File: config.mk
export PLATFORM = sky130hd
export DESIGN_NAME = gbn_receiver
export DESIGN_NICKNAME = d
export VERILOG_FILES = /design/src/rtl/gbn_receiver.sv
export SDC_FILE = /design/constraint.sdc
export NUM_CORES = 1
export LEC_CHECK = 0
export ABC_AREA = 0
export BUFFER_PORTS_ARGS = -buffer_cell sky130_fd_sc_hd__buf_2
export CORE_ASPECT_RATIO = 0.6
export CORE_MARGIN = 2
export CORE_UTILIZATION = 60
export DETAILED_ROUTE_END_ITERATION = 8
export HOLD_SLACK_MARGIN = 0.05
export PLACE_DENSITY = 0.84
export SYNTH_ARGS = -nofsm -noshare
export SYNTH_HDL_FRONTEND = slang
export SYNTH_SLANG_ARGS = --single-unit
File: constraint.sdc
create_clock -name clk -period 11.6 [get_ports clk]
set_clock_uncertainty 0.05 [all_clocks]
set_input_delay 2.32 -clock clk [delete_from_list [all_inputs] [get_ports clk]]
set_output_delay 2.32 -clock clk [all_outputs]
set_load 0.02 [all_outputs]
File: src/rtl/gbn_receiver.sv
// Go-Back-N receiver: SYN/data/FIN handshake, in-order payload delivery,
// cumulative ACK generation and idle-timeout teardown.
module gbn_receiver #(
  parameter logic [29:0] IDLE_MAX = 30'd325_000_000
) (
  input  logic        clk,
  input  logic        reset,
  input  logic        enable,
  input  logic        pktvalid,
  input  logic [31:0] SEQin,
  input  logic [8:0]  flagsin,
  input  logic [31:0] datain,
  input  logic        crcok,
  input  logic        ackdone,
  output logic        ackreq,
  output logic [31:0] ACKout,
  output logic [8:0]  flagsout,
  output logic        wr_en,
  output logic [15:0] wr_addr,
  output logic [31:0] wr_data,
  output logic [15:0] rxcount,
  output logic [15:0] dropcount,
  output logic        done,
  output logic [2:0]  statedisplay
);

  localparam logic [2:0] S_LISTEN  = 3'd0;
  localparam logic [2:0] S_SYNRCVD = 3'd1;
  localparam logic [2:0] S_OPEN    = 3'd2;
  localparam logic [2:0] S_ACKWAIT = 3'd3;
  localparam logic [2:0] S_FINACK  = 3'd4;
  localparam logic [2:0] S_DONE    = 3'd5;

  localparam logic [8:0] F_SYNACK = 9'h012;
  localparam logic [8:0] F_ACK    = 9'h010;
  localparam logic [8:0] F_ACKFIN = 9'h011;

  logic [2:0]  r_state;
  logic [31:0] r_peer;
  logic [31:0] r_exp;
  logic [29:0] r_idle;
  logic        r_ackreq;
  logic [8:0]  r_flags;
  logic        r_wr_en;
  logic [15:0] r_wr_addr;
  logic [31:0] r_wr_data;
  logic [15:0] r_rx;
  logic [15:0] r_drop;

  logic        w_good;
  logic        w_bad;
  logic        w_syn;
  logic        w_fin;
  logic        w_ack;
  logic        w_data;
  logic        w_finpkt;
  logic        w_synpkt;
  logic        w_inseq;
  logic [31:0] w_exp_inc;
  logic [15:0] w_drop_inc;
  logic [29:0] w_idle_inc;
  logic [15:0] w_off;
  logic        w_unused;

  assign w_good     = pktvalid & crcok;
  assign w_bad      = pktvalid & ~crcok;
  assign w_syn      = flagsin[1];
  assign w_fin      = flagsin[0];
  assign w_ack      = flagsin[4];
  assign w_data     = w_good & ~w_syn & ~w_fin;
  assign w_finpkt   = w_good & ~w_syn & w_fin;
  assign w_synpkt   = w_good & w_syn & ~w_ack;
  assign w_inseq    = (SEQin == r_exp);
  assign w_exp_inc  = r_exp + 32'd1;
  assign w_idle_inc = r_idle + 30'd1;
  assign w_off      = SEQin[15:0] - r_peer[15:0] - 16'd1;
  assign w_drop_inc = (r_drop == 16'hFFFF) ? r_drop : r_drop + 16'd1;
  assign w_unused   = ^{flagsin[8:5], flagsin[3:2]};

  always_ff @(posedge clk or posedge reset) begin
    if (reset) begin
      r_state   <= S_LISTEN;
      r_peer    <= '0;
      r_exp     <= '0;
      r_idle    <= '0;
      r_ackreq  <= 1'b0;
      r_flags   <= '0;
      r_wr_en   <= 1'b0;
      r_wr_addr <= '0;
      r_wr_data <= '0;
      r_rx      <= '0;
      r_drop    <= '0;
    end else begin
      r_ackreq <= 1'b0;
      r_wr_en  <= 1'b0;
      if (!enable) begin
        r_state <= S_LISTEN;
      end else begin
        if (w_good) r_idle <= '0;
        if (w_bad)  r_drop <= w_drop_inc;
        case (r_state)
          S_LISTEN: begin
            if (w_synpkt) begin
              r_peer   <= SEQin;
              r_exp    <= SEQin + 32'd1;
              r_rx     <= '0;
              r_drop   <= '0;
              r_idle   <= '0;
              r_flags  <= F_SYNACK;
              r_ackreq <= 1'b1;
              r_state  <= S_SYNRCVD;
            end
          end
          S_SYNRCVD: begin
            if (ackdone) begin
              r_state <= S_OPEN;
            end else if (w_synpkt && SEQin == r_peer) begin
              r_flags  <= F_SYNACK;
              r_ackreq <= 1'b1;
            end
          end
          S_OPEN, S_ACKWAIT: begin
            if (w_data) begin
              r_flags <= F_ACK;
              if (w_inseq) begin
                r_wr_en   <= 1'b1;
                r_wr_addr <= w_off;
                r_wr_data <= datain;
                r_exp     <= w_exp_inc;
                r_rx      <= r_rx + 16'd1;
              end else begin
                r_drop <= w_drop_inc;
              end
              // an ACK already in flight is simply refreshed, not re-requested
              if (r_state == S_OPEN || ackdone) r_ackreq <= 1'b1;
              r_state <= S_ACKWAIT;
            end else if (w_finpkt && w_inseq) begin
              r_exp    <= w_exp_inc;
              r_flags  <= F_ACKFIN;
              r_ackreq <= 1'b1;
              r_state  <= S_FINACK;
            end else begin
              if (w_finpkt) r_drop <= w_drop_inc;
              if (r_state == S_ACKWAIT) begin
                if (ackdone) r_state <= S_OPEN;
              end else if (!w_good) begin
                r_idle <= w_idle_inc;
                if (w_idle_inc >= IDLE_MAX) r_state <= S_LISTEN;
              end
            end
          end
          S_FINACK: begin
            if (ackdone) begin
              r_state <= S_DONE;
            end else if (w_finpkt && SEQin == r_exp - 32'd1) begin
              r_ackreq <= 1'b1;
            end
          end
          S_DONE: r_state <= S_DONE;
          default: r_state <= S_LISTEN;
        endcase
      end
    end
  end

  assign ackreq       = r_ackreq;
  assign ACKout       = r_exp;
  assign flagsout     = r_flags;
  assign wr_en        = r_wr_en;
  assign wr_addr      = r_wr_addr;
  assign wr_data      = r_wr_data;
  assign rxcount      = r_rx;
  assign dropcount    = r_drop;
  assign done         = (r_state == S_DONE);
  assign statedisplay = r_state;

endmodule

==> results.toml, run 1 <==
[outcome]
status = "completed"

[clock_network]
cts.path.max_buffers = 2
cts_max_level = 4
cts-root-buf = "clkbuf_16"
cts.sinks = 182
clk_latency_ns = 0.45
clkTransAtPathRegs_ns = 0.06
postCtsSetupBuffers = 0
cts_hold_buffers = 0
tritoncts = "yes"
cts_resized = 0
cts_made_buffers = 17

[floorplan]
start_util_pct = 62.0
die_height_um = 116
fp.dieW_um = 191
core_area_um2 = 20300
die_area_um2 = 22200
io_pins = 206
row_count = 40

[placed_design]
gp_congestion = 0.963
io_buffers = 193
dpl_worst_slack_ns = 6.00
place.detailed.hpwl_um = 26200
dpl-instance-area_um2 = 13500

[setup_path]
path_cells = "buf_2 -> and2_1 -> nand4_1 -> nor3_1 -> nand4_1 -> nor4_1 -> o211ai_1 -> a31o_2 -> mux2_2"
crit_arrival_ns = 5.62
crit_top_cell = "nand4_1"
cp-end-kind = "flop"
critPathKind = "primary input to flop"
worstSetupStartpointType = "primary input"
ff2ff_setup_slack_ns = 7.61
crit_slowest_cell = "nor4_1"
critPathMaxFanout = 21
required_ns = 11.88
cpPeakStageDelay_ns = 0.82

[grt]
grt_remaining_overflow = 0
track_usage_pct = 33.3
grt_pass1_vias = 11100
grt_max_degree = 107
grt_pass1_wl_um = 58600
antenna_found_initial = 0

[route]
drc_errors = 0
antenna_left = 0
drt_iter0_drc = 1765
route.met2.wl_um = 15200
drtPass1Iterations = 6
highest_layer = "met4"
routed_via_density = 6.36
wl_met3_um = 4530
drt-met1-wl_um = 16500
wirelength_um = 37000
via_count = 12600
wl_per_cell_um = 18.7

[timing]
setup_tns_ns = 0
setup_violations = 0
slew_headroom_pct = 31.0
hold_viol_final = 0
clock.fmax_ghz = 0.187
whs_ns = 0.410
rsz0062_at_grt = "no"
tightest_slew_ns = 1.03
period_needed_ns = 5.34
finalCritPeriodShare_pct = 46.0
finalMaxSlewViolations = 0
timing.final.ws_setup_ns = 6.26

[pwr]
comb_power_share_pct = 30.8
power.density_nw_per_um2 = 147
pwr-share-seq_pct = 41.0
p_sw_mw = 0.799
swShare_pct = 38.4
p_int_mw = 1.28
leakage_nw = 6.54
pwr-share-clk_pct = 28.2
peakVddDrop_uv = 112

[cells_and_area]
syn2layout_area_growth_pct = 12.1
insertedDiodeCount = 0
final_nets = 1791
post-route-util_pct = 69.5
design_area_um2 = 14100
drive_gt1_share_pct = 16.4

[job]
cap_violations = 0

[logic_synthesis]
syn_inst = 1587
ys.flop_type = "dfrtp_1"
ys_seq_elements = 182
syn_avg_cell_area_um2 = 7.92
synth-async-reset-ratio_pct = 100
synth_area_um2 = 12600
yosysWarnings = 0
synth_edf_count = 0
synthDistinctLibCells = 79
yosysSeqAreaShare_pct = 36.2

[worst_hold_path]
holdCritPathClass = "flop to flop"
## synth_stat cells (all sizes together) (4+ instances only)
| library cell | count | area [um^2] |
|---|---|---|
| a211o | 5 | 43.8 |
| a211oi | 16 | 120 |
| a21o | 12 | 90.1 |
| a21oi | 81 | 417 |
| a221oi | 4 | 35.0 |
| a22o | 10 | 87.6 |
| a22oi | 7 | 52.6 |
| a311oi | 4 | 35.0 |
| a31o | 5 | 43.8 |
| a31oi | 27 | 169 |
| and2 | 12 | 75.1 |
| and3 | 30 | 188 |
| and4 | 9 | 78.8 |
| buf | 27 | 144 |
| clkbuf | 98 | 370 |
| dfrtp | 182 | 4550 |
| ha | 20 | 250 |
| inv | 41 | 154 |
| mux2 | 11 | 124 |
| mux2i | 22 | 220 |
| nand2 | 309 | 1170 |
| nand2b | 7 | 43.8 |
| nand3 | 55 | 280 |
| nand4 | 47 | 294 |
| nand4b | 5 | 43.8 |
| nor2 | 105 | 394 |
| nor2b | 14 | 87.6 |
| nor3 | 37 | 195 |
| nor3b | 6 | 45.0 |
| nor4 | 24 | 226 |
| nor4b | 6 | 52.6 |
| o2111ai | 4 | 35.0 |
| o211ai | 11 | 82.6 |
| o21a | 8 | 60.1 |
| o21ai | 128 | 641 |
| o22ai | 10 | 62.6 |
| o31ai | 15 | 113 |
| o32ai | 4 | 35.0 |
| or3 | 9 | 56.3 |
| or4 | 9 | 71.3 |
| xnor2 | 52 | 455 |
| xor2 | 54 | 473 |
## worst max-delay path, delay by kind of cell
family,cells,cell delay [ns]
multiplexers,1,0.28
AND/OR/NAND/NOR,5,2.39
buffers and inverters,1,0.10
AO/OA/AOI/OAI,2,0.50
## per-stage QoR
| step | total power [mW] | std cells |
|---|---|---|
| after global routing | 2.18 | 1977 |
| after global placement | 1.45 | 1945 |
| after floorplan | 1.29 | 1592 |
| final | 2.08 | 1977 |
| after CTS | 2.06 | 1977 |
| after detailed placement | 1.48 | 1945 |
## final cells by class
cell class                 count  area (um^2)
fill                        1688         6180
tap                          273          342
clock inverter                14          151
timing repair buffer         205         1060
sequential                   182         4550
multi-input combinational   1243         7390
clock buffer                  18          429
inverter                      42          165
## flip-flops by register name (all words and copies together), names as in the netlist
| register | count |
|---|---|
| ACKout | 32 |
| r_peer | 32 |
| wr_data | 32 |
| r_idle | 30 |
| dropcount | 16 |
| rxcount | 16 |
| wr_addr | 16 |
| flagsout | 3 |
| statedisplay | 3 |
| ackreq | 1 |
| wr_en | 1 |
## logic make-up (layout without fill, tap and decap cells)
| kind of cell | after synthesis | after routing | share of synthesized area (%) |
|---|---|---|---|
| adders and majority gates | 21 | 21 | 2.15 |
| DFF | 182 | 182 | 36.2 |
| and+or+nand+nor | 692 | 692 | 26.8 |
| AOI/OAI and AO/OA | 385 | 385 | 19.3 |
| buffers and inverters | 167 | 279 | 5.34 |
| xor gates and xnor gates | 106 | 106 | 7.39 |
| other | 1 | 6 | 0.0298 |
| muxes | 33 | 33 | 2.74 |
## final timing paths
check | cells after the start | start | endpoint
worst max register to register | 9 | statedisplay[1]$_DFFE_PP0P_ | ACKout[31]$_DFFE_PP0P_
max in group asynchronous | 3 | reset | wr_data[3]$_DFFE_PP0P_
worst min-delay path | 1 | flagsout[4]$_DFFE_PP0P_ | flagsout[4]$_DFFE_PP0P_
worst max-delay path | 9 | crcok | flagsout[1]$_DFFE_PP0P_
min in group asynchronous | 2 | reset | ACKout[6]$_DFFE_PP0P_
worst min register to register | 1 | flagsout[4]$_DFFE_PP0P_ | flagsout[4]$_DFFE_PP0P_
## layer usage
layer | up-vias | GRT usage (%)
met5 | - | 0
met4 | 0 | 10.1
met3 | 64 | 8.71
met2 | 747 | 46.2
met1 | 5907 | 50.6
li1 | 5847 | -
## power groups by stage
| stage | Clock [mW] | Sequential (mW) | Combinational [mW] |
|---|---|---|---|
| 4_1_cts | 0.589 | 0.843 | 0.628 |
| 5_1_grt | 0.615 | 0.862 | 0.704 |
| 3_3_place_gp | 0 | 0.847 | 0.604 |
| 3_5_place_dp | 0 | 0.854 | 0.621 |
| 6_report | 0.586 | 0.851 | 0.641 |
| 2_1_floorplan | 0 | 0.828 | 0.464 |
## cell usage in the layout (no fill, tap or decap), drive strengths merged, types with 7 or more instances in the layout
cell / count
a211oi: 16
a21o: 12
a21oi: 81
a22o: 10
a22oi: 7
a31oi: 27
and2: 12
and3: 30
and4: 9
buf: 205
clkbuf: 18
clkinv: 9
dfrtp: 182
ha: 20
inv: 43
mux2: 11
mux2i: 22
nand2: 309
nand2b: 7
nand3: 55
nand4: 47
nor2: 105
nor2b: 14
nor3: 37
nor4: 24
o211ai: 11
o21a: 8
o21ai: 128
o22ai: 10
o31ai: 15
or3: 9
or4: 9
xnor2: 52
xor2: 54
Power figures use the tool's default switching activity.
==> run 2, diff against run 1 <==
==> config.mk (replaced) <==
export PLATFORM = sky130hd
export DESIGN_NAME = gbn_receiver
export DESIGN_NICKNAME = d
export VERILOG_FILES = /design/src/rtl/gbn_receiver.sv
export SDC_FILE = /design/constraint.sdc
export NUM_CORES = 1
export LEC_CHECK = 0
export ABC_AREA = 1
export BUFFER_PORTS_ARGS = -buffer_cell sky130_fd_sc_hd__buf_2
export CORE_ASPECT_RATIO = 0.6
export CORE_MARGIN = 2
export CORE_UTILIZATION = 53
export DETAILED_ROUTE_END_ITERATION = 8
export HOLD_SLACK_MARGIN = 0.05
export PLACE_DENSITY = 0.78
export SYNTH_ARGS = -nofsm -noshare
export SYNTH_HDL_FRONTEND = slang
export SYNTH_SLANG_ARGS = --single-unit
==> constraint.sdc (replaced) <==
create_clock -name clk -period 4.68 [get_ports clk]
set_clock_uncertainty 0.05 [all_clocks]
set_input_delay 0.936 -clock clk [delete_from_list [all_inputs] [get_ports clk]]
set_output_delay 0.936 -clock clk [all_outputs]
set_load 0.02 [all_outputs]
==> run 2 against run 1 <==
Combinational power rose to 4.7 times the previous value. Global-route usage down 0.71 points. Die area grew 18%. Register-to-register slack lost 6.4 ns. Routed wire length rose by 14%. Clock power grew to 2.6 times the previous value. Non-clock buffer count grew 4. Via count increased by 9.6%. Critical endpoint is now ACKout[17]$_DFFE_PP0P_. Largest cell class unchanged. Critical path depth grew 3. Total power rose to 3.3 times the previous value. Worst hold slack gained 0.0028 ns. Flip-flop and latch count did not move.
==> results.toml, run 2 <==
[setup_path]
crit_slowest_cell = "clkinv_1"
worstSetupStartpointType = "primary input"
cp-end-kind = "flop"
critPathBufInv = 4
cpPeakStageDelay_ns = 0.81
critPathKind = "primary input to flop"
crit_arrival_ns = 3.97
reg2reg_depth = 9
path_cells = "buf_2 -> nand2_1 -> nor2_1 -> nand2_1 -> inv_1 -> nor2_1 -> nand2_1 -> nand3_1 -> buf_4 -> clkinv_1 -> o211ai_1 -> o21ai_0"
crit_cells = 12
crit_family = "buffers and inverters"
crit_top_cell = "nand2_1"
required_ns = 4.94
critPathMaxFanout = 35

[job]
cap_violations = 0

[timing]
period_needed_ns = 3.71
timing.final.ws_setup_ns = 0.972
rsz0062_at_grt = "no"
tightest_slew_ns = 1.03
hold_viol_final = 0
slew_headroom_pct = 30.8
finalMaxSlewViolations = 0
clock.fmax_ghz = 0.270
setup_tns_ns = 0
setup_violations = 0
finalCritPeriodShare_pct = 79.2

[grt]
antenna_found_initial = 1
grt_pass1_vias = 12300
grt_max_degree = 110
grt_remaining_overflow = 0
track_usage_pct = 32.6
grt_pass1_wl_um = 67300

[clock_network]
postCtsSetupBuffers = 0
clkTransAtPathRegs_ns = 0.07
clk_latency_ns = 0.46
cts_hold_buffers = 0
cts_resized = 0
cts_max_level = 4
cts.sinks = 182
cts_made_buffers = 17
tritoncts = "yes"
cts.path.max_buffers = 2
cts-root-buf = "clkbuf_16"

[placed_design]
place.detailed.hpwl_um = 32200
gp_congestion = 1.00
dpl_worst_slack_ns = 0.616
io_buffers = 193

[route]
wl_per_cell_um = 17.3
wirelength_um = 42200
drt_iter0_drc = 1778
drc_errors = 0
drtPass1Iterations = 6
routed_via_density = 5.65
antenna_left = 0
via_count = 13800

[logic_synthesis]
ys.flop_type = "dfrtp_1"
syn_inst = 1937
yosysWarnings = 0
synth_edf_count = 0
syn_avg_cell_area_um2 = 6.80
synth_most_common_cell = "nand2_1"
yosysSeqAreaShare_pct = 34.6
yosysTopAreaCellShare_pct = 34.6
yosys-top-cells-count = "nand2_1, nor2_1, inv_1"
synth_area_um2 = 13200
synthTopCellsByArea = "dfrtp_1, nand2_1, nor2_1, o21ai_0, inv_1"
synthDistinctLibCells = 53
synth-async-reset-ratio_pct = 100
ys_seq_elements = 182
yosysTopAreaCell = "dfrtp_1"

[pwr]
power.density_nw_per_um2 = 459
leakage_nw = 7.49
pwr-share-seq_pct = 34.5
swShare_pct = 46.4
peakVddDrop_uv = 396
comb_power_share_pct = 43.5
p_int_mw = 3.68
pwr-share-clk_pct = 22.0
p_sw_mw = 3.19

[cells_and_area]
num-fill-cells = 2258
final_nets = 2204
drive_gt1_share_pct = 15.4
mostFrequentLayoutCell = "nand2_1"
syn2layout_area_growth_pct = 13.6
final_cell_mix = "nand2_1, nor2_1, inv_1"

[floorplan]
io_pins = 206
die_area_um2 = 26200
die_height_um = 126
fp.dieW_um = 208
start_util_pct = 54.3
row_count = 44
core_area_um2 = 24300

[worst_hold_path]
holdCritPathClass = "flop to flop"
worstHoldPathCells = 2

[outcome]
status = "completed"
run 2: kinds of logic (layout without fill, tap and decap cells):
logic type / after synthesis / in the layout / share of synthesized area [%]
flops: 182 / 182 / 34.6
other cells: 1 / 7 / 0.0285
buf+inv: 279 / 454 / 8.86
simple gates: 1001 / 1001 / 31.9
fa+ha+maj: 21 / 21 / 2.05
xor+xnor: 117 / 117 / 7.78
compound gates: 333 / 333 / 14.6
mux: 3 / 3 / 0.228
run 2: final timing paths:
path                                            to  slack [ns]                        start
max in group asynchronous    ACKout[2]$_DFFE_PP0P_        2.96                        reset
hold reg to reg            flagsout[4]$_DFFE_PP0P_        0.41      flagsout[4]$_DFFE_PP0P_
setup / recovery            ACKout[17]$_DFFE_PP0P_        0.97                     pktvalid
setup reg to reg            ACKout[17]$_DFFE_PP0P_        1.22  statedisplay[2]$_DFFE_PP0P_
hold / removal             flagsout[4]$_DFFE_PP0P_        0.41      flagsout[4]$_DFFE_PP0P_
min in group asynchronous  wr_data[18]$_DFFE_PP0P_        0.54                        reset
run 2: area by class of cell:
type,instances,area [um^2],share of cell area [%]
antenna,1,2.50,0.0167
inverter,213,803,5.36
multi-input combinational,1481,7500,50.1
clock buffer,18,429,2.87
sequential,182,4550,30.4
tap,322,403,2.69
clock inverter,14,180,1.20
timing repair buffer,209,1100,7.34
run 2: metrics by stage:
step	total power, mW	util (%)	instances	cell area [um^2]	hold slack (ns)
final	6.88	61.7	2440	15000	0.412
after global routing	7.31	61.7	2440	15000	0.432
after CTS	6.81	61.7	2439	15000	0.417
after detailed placement	5.29	59.2	2407	14400	0.399
after global placement	5.20	59.2	2407	14400	0.393
after floorplan	4.41	-	1942	13200	0.411
run 2: tightest hold or removal path, stage by stage (launching register included):
cell and delay, ns:
dfrtp_1 0.34, inv_1 0.04, nand2_1 0.05
run 2: metal layers:
| layer | vias up | wire [um] | track usage (%) |
|---|---|---|---|
| li1 | 6578 | - | - |
| met1 | 6386 | 20100 | 52.5 |
| met2 | 760 | 16300 | 43.0 |
| met3 | 53 | 5180 | 7.81 |
| met4 | 0 | 565 | 7.18 |
| met5 | - | 0 | 0 |
run 2: power by group through the flow:
stage / clock network (mW) / logic, mW / registers [mW]
after floorplan: 0 / 1.97 / 2.44
after global placement: 0 / 2.84 / 2.36
after detailed placement: 0 / 2.92 / 2.37
after CTS: 1.52 / 2.94 / 2.34
after global routing: 1.59 / 3.32 / 2.41
final: 1.51 / 2.99 / 2.37
